### config.mk
export PLATFORM = sky130hd
export DESIGN_NAME = dbus_arbiter
export DESIGN_NICKNAME = d
export VERILOG_FILES = /design/src/rtl/dbus_arbiter.sv
export SDC_FILE = /design/constraint.sdc
export NUM_CORES = 1
export LEC_CHECK = 0
export BUFFER_PORTS_ARGS = -buffer_cell sky130_fd_sc_hd__buf_2
export CAP_MARGIN = 10
export CORE_AREA = 2 2 119 121
export CTS_BUF_LIST = sky130_fd_sc_hd__clkbuf_4 sky130_fd_sc_hd__clkbuf_8
export DETAILED_ROUTE_END_ITERATION = 6
export DIE_AREA = 0 0 121 123
export PLACE_DENSITY_LB_ADDON = 0.25
export SLEW_MARGIN = 20
export SYNTH_ARGS = -nofsm -noshare
export SYNTH_HDL_FRONTEND = slang
export SYNTH_SLANG_ARGS = --single-unit
### constraint.sdc
create_clock -name clk -period 3 [get_ports clk]
set_input_delay 0.3 -clock clk [delete_from_list [all_inputs] [get_ports clk]]
set_output_delay 0.3 -clock clk [all_outputs]
set_load 0.005 [all_outputs]
### src/rtl/dbus_arbiter.sv
// Two-master round-robin arbiter for the shared data-bus slave port.
// One transaction in flight; slave read data lands SLAVE_LAT cycles after s_en.
module dbus_arbiter #(
  parameter int unsigned SLAVE_LAT = 1
) (
  input  logic        clk,
  input  logic        rst,
  input  logic        m0_req,
  input  logic [31:0] m0_addr,
  input  logic [31:0] m0_wdata,
  input  logic [3:0]  m0_wstrb,
  output logic [31:0] m0_rdata,
  output logic        m0_ack,
  input  logic        m1_req,
  input  logic [31:0] m1_addr,
  input  logic [31:0] m1_wdata,
  input  logic [3:0]  m1_wstrb,
  output logic [31:0] m1_rdata,
  output logic        m1_ack,
  output logic        s_en,
  output logic [31:0] s_addr,
  output logic [31:0] s_wdata,
  output logic [3:0]  s_wstrb,
  input  logic [31:0] s_rdata,
  output logic        busy
);

  typedef enum logic [1:0] {
    S_IDLE,
    S_ISSUE,
    S_WAIT,
    S_ACK
  } state_e;

  state_e      state_q, state_d;
  logic        last_q, last_d;
  logic [2:0]  cnt_q, cnt_d;
  logic        s_en_q, s_en_d;
  logic [31:0] s_addr_q, s_addr_d;
  logic [31:0] s_wdata_q, s_wdata_d;
  logic [3:0]  s_wstrb_q, s_wstrb_d;
  logic        busy_q, busy_d;
  logic        m0_ack_q, m0_ack_d;
  logic        m1_ack_q, m1_ack_d;
  logic [31:0] m0_rdata_q, m0_rdata_d;
  logic [31:0] m1_rdata_q, m1_rdata_d;
  logic        gnt;
  logic [31:0] rd;

  always_ff @(posedge clk) begin
    if (rst) begin
      state_q    <= S_IDLE;
      last_q     <= 1'b1;
      cnt_q      <= 3'd0;
      s_en_q     <= 1'b0;
      s_addr_q   <= 32'h0;
      s_wdata_q  <= 32'h0;
      s_wstrb_q  <= 4'h0;
      busy_q     <= 1'b0;
      m0_ack_q   <= 1'b0;
      m1_ack_q   <= 1'b0;
      m0_rdata_q <= 32'h0;
      m1_rdata_q <= 32'h0;
    end else begin
      state_q    <= state_d;
      last_q     <= last_d;
      cnt_q      <= cnt_d;
      s_en_q     <= s_en_d;
      s_addr_q   <= s_addr_d;
      s_wdata_q  <= s_wdata_d;
      s_wstrb_q  <= s_wstrb_d;
      busy_q     <= busy_d;
      m0_ack_q   <= m0_ack_d;
      m1_ack_q   <= m1_ack_d;
      m0_rdata_q <= m0_rdata_d;
      m1_rdata_q <= m1_rdata_d;
    end
  end

  // Master 1 wins when alone, or when both ask and master 0 went last.
  assign gnt = m1_req & (~m0_req | ~last_q);
  assign rd  = (s_wstrb_q != 4'h0) ? 32'h0 : s_rdata;

  always_comb begin
    state_d    = state_q;
    last_d     = last_q;
    cnt_d      = cnt_q;
    s_en_d     = 1'b0;
    s_addr_d   = s_addr_q;
    s_wdata_d  = s_wdata_q;
    s_wstrb_d  = s_wstrb_q;
    busy_d     = busy_q;
    m0_ack_d   = 1'b0;
    m1_ack_d   = 1'b0;
    m0_rdata_d = m0_rdata_q;
    m1_rdata_d = m1_rdata_q;
    unique case (state_q)
      S_IDLE: begin
        if (m0_req | m1_req) begin
          last_d    = gnt;
          s_addr_d  = gnt ? m1_addr : m0_addr;
          s_wdata_d = gnt ? m1_wdata : m0_wdata;
          s_wstrb_d = gnt ? m1_wstrb : m0_wstrb;
          s_en_d    = 1'b1;
          busy_d    = 1'b1;
          state_d   = S_ISSUE;
        end
      end
      S_ISSUE: begin
        cnt_d   = 3'(SLAVE_LAT);
        state_d = S_WAIT;
      end
      S_WAIT: begin
        cnt_d = cnt_q - 3'd1;
        if (cnt_q == 3'd1) begin
          if (last_q) begin
            m1_rdata_d = rd;
            m1_ack_d   = 1'b1;
          end else begin
            m0_rdata_d = rd;
            m0_ack_d   = 1'b1;
          end
          state_d = S_ACK;
        end
      end
      S_ACK: begin
        busy_d  = 1'b0;
        state_d = S_IDLE;
      end
      default: state_d = S_IDLE;
    endcase
  end

  assign s_en     = s_en_q;
  assign s_addr   = s_addr_q;
  assign s_wdata  = s_wdata_q;
  assign s_wstrb  = s_wstrb_q;
  assign busy     = busy_q;
  assign m0_ack   = m0_ack_q;
  assign m1_ack   = m1_ack_q;
  assign m0_rdata = m0_rdata_q;
  assign m1_rdata = m1_rdata_q;

endmodule

Word-level counts from Yosys, hierarchy flattened --
Cells that the tools add are included.
Word-level totals: bits of input ports 172, output and inout port bits 136, bits in registers 142, logic and storage cells 51
Operators by class: reduce and logical (&&, ||, !) cells 11, bitwise operators 8, equal/unequal tests 6, multiplexer cells 13, add/subtract/negate cells 1
Operators by type and width (count):
- 32-bit 2-to-1 mux | 3
- 2-bit case mux with 4 select lines | 1
- 3-bit case mux with 2 select lines | 1
- 2-bit AND reduction | 3
- 3-bit AND reduction | 2
- 1-bit inverter | 5
- 2-bit == test (second input constant) | 2
- 1-bit 2-to-1 mux | 4
- 2-bit 2-to-1 mux | 2
- 4-bit 2-to-1 mux | 1
- 2-bit != test (second input constant) | 2
- 2-bit nonzero test | 2
- 4-bit nonzero test | 1
- 3-bit by 1-bit == test with 1-bit output (second input constant) | 1
- 3-bit OR reduction | 1
- 3-bit by 1-bit subtractor with 3-bit output (second input constant) | 1
- 2-bit by 1-bit == test with 1-bit output (second input constant) | 1
- 2-bit logical NOT | 1
- 1-bit OR | 2
- 1-bit case mux with 2 select lines | 1
- 2-bit OR reduction | 1
- 1-bit AND | 1

Depth between registers and ports, before layout --
word-level depth 4, mapped depth 8, gate-level depth less buffers 5

Least setup slack after synthesis --
OpenSTA, ideal clock, no wires.
kind reg2reg, start point reg state_q[0], end point reg m1_rdata_q[10] (netlist: m1_rdata[10]), buffers on the path 2, data required time 2.940 ns, arrival time 1.457 ns, setup slack 1.483 ns, setup time 0.060 ns, clock period less this slack 1.517 ns, cell stages (with the launch flop) 8, cells stage by stage dfxtp_1 -> inv_1 -> ha_1 -> buf_4 -> nand2_2 -> nor4b_4 -> buf_2 -> a32o_1
Between the ends: word-level cells in the longest chain between the ends 2
Ends and longest elaborated chain:
- start, declared | RTL line 35 | state_e state_q, state_d;
- start signal, assigned | RTL line 65 | state_q <= state_d;
- 2-bit == test | RTL line 97 | unique case (state_q)
- 3-bit AND reduction (no line)
- end signal, assigned | RTL line 76 | m1_rdata_q <= m1_rdata_d;
- end, declared | RTL line 46 | logic [31:0] m1_rdata_q, m1_rdata_d;
No other way between the ends. A chain may end at the register's enable or synchronous reset.

Worst setup path after layout --
start point reg state_q[1], end point reg s_wdata_q[10] (netlist: s_wdata[10])
Between the ends: word-level cells in the longest chain between the ends 2
Ends and longest elaborated chain:
- 2-bit logical NOT | RTL line 97
- 2-bit AND reduction (no line)
- end signal, assigned | RTL line 70 | s_wdata_q <= s_wdata_d;
- end, declared | RTL line 40 | logic [31:0] s_wdata_q, s_wdata_d;
No other way between the ends.

==> summary by stage <==
Timing
The final-report setup violation count is 0. The worst slew margin relative to its limit is 27.5%. The highest clock rate is 0.506 GHz.

The final hold violation count is 0. Subtracting the final worst setup slack from the clock period gives 1.98 ns. The maximum clock skew at final layout is 0.0112 ns.

Setup repair after global routing left no endpoint under its margin. The number of slew-limit violations in the final report is 0. Dividing the final minimum period by the clock period gives 65.9%. For the final routed database, the setup TNS stands at 0 ns. For the pin with the worst max-slew slack, the measured transition is 1.08 ns.

CTS
Clock tree synthesis inserted a total of 17 buffers. The number of buffers inserted for hold repair after clock tree synthesis is 0. The clock drives 142 sinks.

The number of buffers on the longest clock path is 2. CTS built an H-tree with a depth of 4. The TritonCTS clock tree is done.

The root buffer cell chosen for the clock tree is sky130_fd_sc_hd__clkbuf_8. The post-cts gate resize count is 0. After clock tree synthesis, the clock-pin slew on the worst setup and hold paths is 0.08 ns. At the later pin of the worst-skew pair, clock insertion delay measures 0.44 ns.

The number of setup buffers added after CTS is 0.

Setup path
The critical path endpoint category is a register. Tracing the worst setup path back leads to its startpoint at state_q[1]$_SDFFE_PP0P_. STA classifies the critical path startpoint as a register. For the worst setup path, the data required time is 3.35 ns. The startpoint of the lowest-slack register-to-register path is state_q[1]$_SDFFE_PP0P_.

The critical path in this run is classified as register to register. The data arrival at the endpoint of the critical path is 2.33 ns. Of all nets on the critical path, the largest fanout is 40.

Place
The congestion estimate from routability-driven global placement came to 0.761. Once detailed placement completed, the half-perimeter wirelength came to 11.3 mm. The total placed cells including tap cells is 1023. The placed cell area is 0.00722 sq mm. The count of input and output buffers is 307.

Finish
Measured on the finished design, the core utilization comes to 56.3%. After the last flow step, the layout net total stands at 1040. The count of fill cells added during filler insertion is 1318. The total non-filler cell area in the finished layout is 0.00766 sq mm. From synthesis to final layout, the design area changed by 36.3%. The post-route netlist has 43.5% of its cells at a drive strength greater than 1. The library cell used most frequently in the layout, excluding fill and tap cells, is sky130_fd_sc_hd__buf_2.

The number of antenna cells inserted is 0. The number of standard cells in the layout, taps in and fillers out is 1055. In the layout the commonest cells are sky130_fd_sc_hd__buf_2, sky130_fd_sc_hd__dfxtp_1, sky130_fd_sc_hd__nor2_1.

Detailed routing
The DRC violation count after routing is 0. The number of antenna-violating nets in the routed design is 0. The DRC violation total after the first TritonRoute iteration is 336. The wire length reported by the detailed router is 16.5 mm. For this run, the detailed router's first-pass iteration total came to 4. The routed layout has 5469 vias. The per-cell routed wire length is 15.6 um. Dividing the detail-routed via count by the number of cells gives 5.18.

Yosys
The number of distinct library cells after synthesis is 33. The cell area that synthesis handed to floorplanning was 0.00562 sq mm. Synthesis inferred 142 register bits. Averaged over all synthesized cells, the footprint is 9.61 sq um. Synthesis handed over a netlist of 585 instances. Sequential elements use 50.6% of the synthesized area.

The number of synthesis warnings is 0. Synthesis produced a netlist with a net count of 763.

Global route
The number of global-route vias before repair is 5027. Global routing finished with a remaining overflow of 0. The pin count of the biggest net entering global routing is 69. The global-route usage over all layers is 21.4%. The first global-routing pass estimated 25.2 mm of wire.

The initial antenna violation count is 0.

Pwr
The portion of total power attributed to the clock network is 26.8%. Per report_power, the combinational group accounts for 34.3% of the total. The power density normalized to cell area is 822 mW/mm^2.

Summed over all cells, the static leakage comes to 0.00363 uW. The worst vdd rail ir drop is 527 uV. Sequential cells account for 38.9% of the total power. Net switching is 35.6% of the power. Internal power comes to 4060 uW. The switching power summed over all nets is 2240 uW.

Floorplan
The die is 123 um tall. The floorplan die area is 0.0149 sq mm. The region available for standard cell placement spans 0.0136 sq mm. The initial utilization of the core area, before any placement, comes to 41.3%.

The die is 121 um wide. The floorplan row count is 43. The number of ports placed on the die boundary is 308.

Worst hold path
The min-delay analysis places its worst path in the category input pin to register. The worst min-delay path startpoint is m0_addr[15].

Job
The total of max-cap violations is 0.

Outcome
The flow ran to the end, and the final reports show no timing, DRC or antenna violations.
-- synth_stat cells, drive strengths merged --
library cell | n | area [sq um]
dfxtp | 142 | 2840
nor2 | 72 | 270
a21oi | 70 | 350
nand2 | 70 | 265
a211oi | 69 | 618
a32o | 64 | 641
buf | 47 | 253
clkbuf | 13 | 48.8
ha | 6 | 75.1
inv | 6 | 22.5
nand2b | 4 | 25.0
a21o | 2 | 15.0
a31oi | 2 | 12.5
nor4 | 2 | 42.5
o21ai | 2 | 13.8
o22ai | 2 | 12.5
a21bo | 1 | 10.0
a21boi | 1 | 11.3
a41oi | 1 | 16.3
mux2i | 1 | 10.0
nand3 | 1 | 5.00
nand4 | 1 | 6.26
nor2b | 1 | 6.26
nor3 | 1 | 5.00
nor3b | 1 | 7.51
nor4b | 1 | 23.8
o21a | 1 | 7.51
or2 | 1 | 6.26
-- cell families (layout without fill, tap and decap cells) --
kind of cell    Yosys count  in the layout  synth area share, %
mux                       1              1                0.178
flops                   142            142                 50.6
simple gates            155            155                 11.8
buf+inv                  66            356                 5.76
compound gates          215            215                 30.4
fa+ha+maj                 6              6                 1.34
-- through the flow --
stage | hold WS [ns] | power [uW] | setup WS (ns)
floorplan | 0.441 | 3890 | 1.48
global placement | 0.441 | 4650 | 0.848
detailed placement | 0.448 | 4660 | 0.845
CTS | 0.0580 | 6360 | 1.02
global route | 0.0613 | 6730 | 0.862
finish | 0.0965 | 6300 | 1.02
-- critical path: stages, from the launching register on --
cell,delay [ns]
sky130_fd_sc_hd__dfxtp_1,0.38
sky130_fd_sc_hd__inv_1,0.08
sky130_fd_sc_hd__ha_1,0.25
sky130_fd_sc_hd__o21ai_4,0.41
sky130_fd_sc_hd__buf_4,0.43
sky130_fd_sc_hd__a21oi_1,0.10
sky130_fd_sc_hd__a211oi_2,0.24
-- final timing paths --
kind                              end  slack [ns]  cells after the start
min           s_addr[15]$_SDFFE_PP0P_         0.1                      3
max reg2reg  s_wdata[10]$_SDFFE_PP0P_        1.02                      6
min reg2reg  m1_rdata[6]$_SDFFE_PP0P_        0.46                      1
max          s_wdata[10]$_SDFFE_PP0P_        1.02                      6
-- power groups by stage --
stage / Combinational, uW / Clock [uW] / Sequential [uW]
3_5_place_dp: 2180 / 0 / 2490
2_1_floorplan: 1390 / 0 / 2500
3_3_place_gp: 2180 / 0 / 2480
6_report: 2160 / 1690 / 2450
4_1_cts: 2180 / 1730 / 2450
5_1_grt: 2420 / 1820 / 2490
-- flip-flops by register name, indices dropped and copies added, names as in the netlist --
name and count:
m0_rdata 32, m1_rdata 32, s_addr 32, s_wdata 32
s_wstrb 4, cnt_q 3, state_q 2, busy 1
last_q 1, m0_ack 1, m1_ack 1, s_en 1
-- final cells by class --
type,instances,area [sq um],share of cell area [%]
Clock buffer,20,263,3.43
Sequential cell,142,2840,37.1
Tap cell,180,225,2.94
Multi-Input combinational cell,377,2480,32.3
Clock inverter,12,184,2.40
Timing Repair Buffer,318,1650,21.5
Inverter,6,22.5,0.294
-- per-layer routing --
metal | share of wire [%] | vias up | GRT usage (%)
met1 | 40 | 2551 | 24.8
met4 | 1.5 | 0 | 6.90
met3 | 7.7 | 18 | 7.43
met5 | 0 | - | 0
met2 | 51 | 197 | 37.0
li1 | - | 2703 | -
Note: power is estimated with default switching activity, not from simulation.
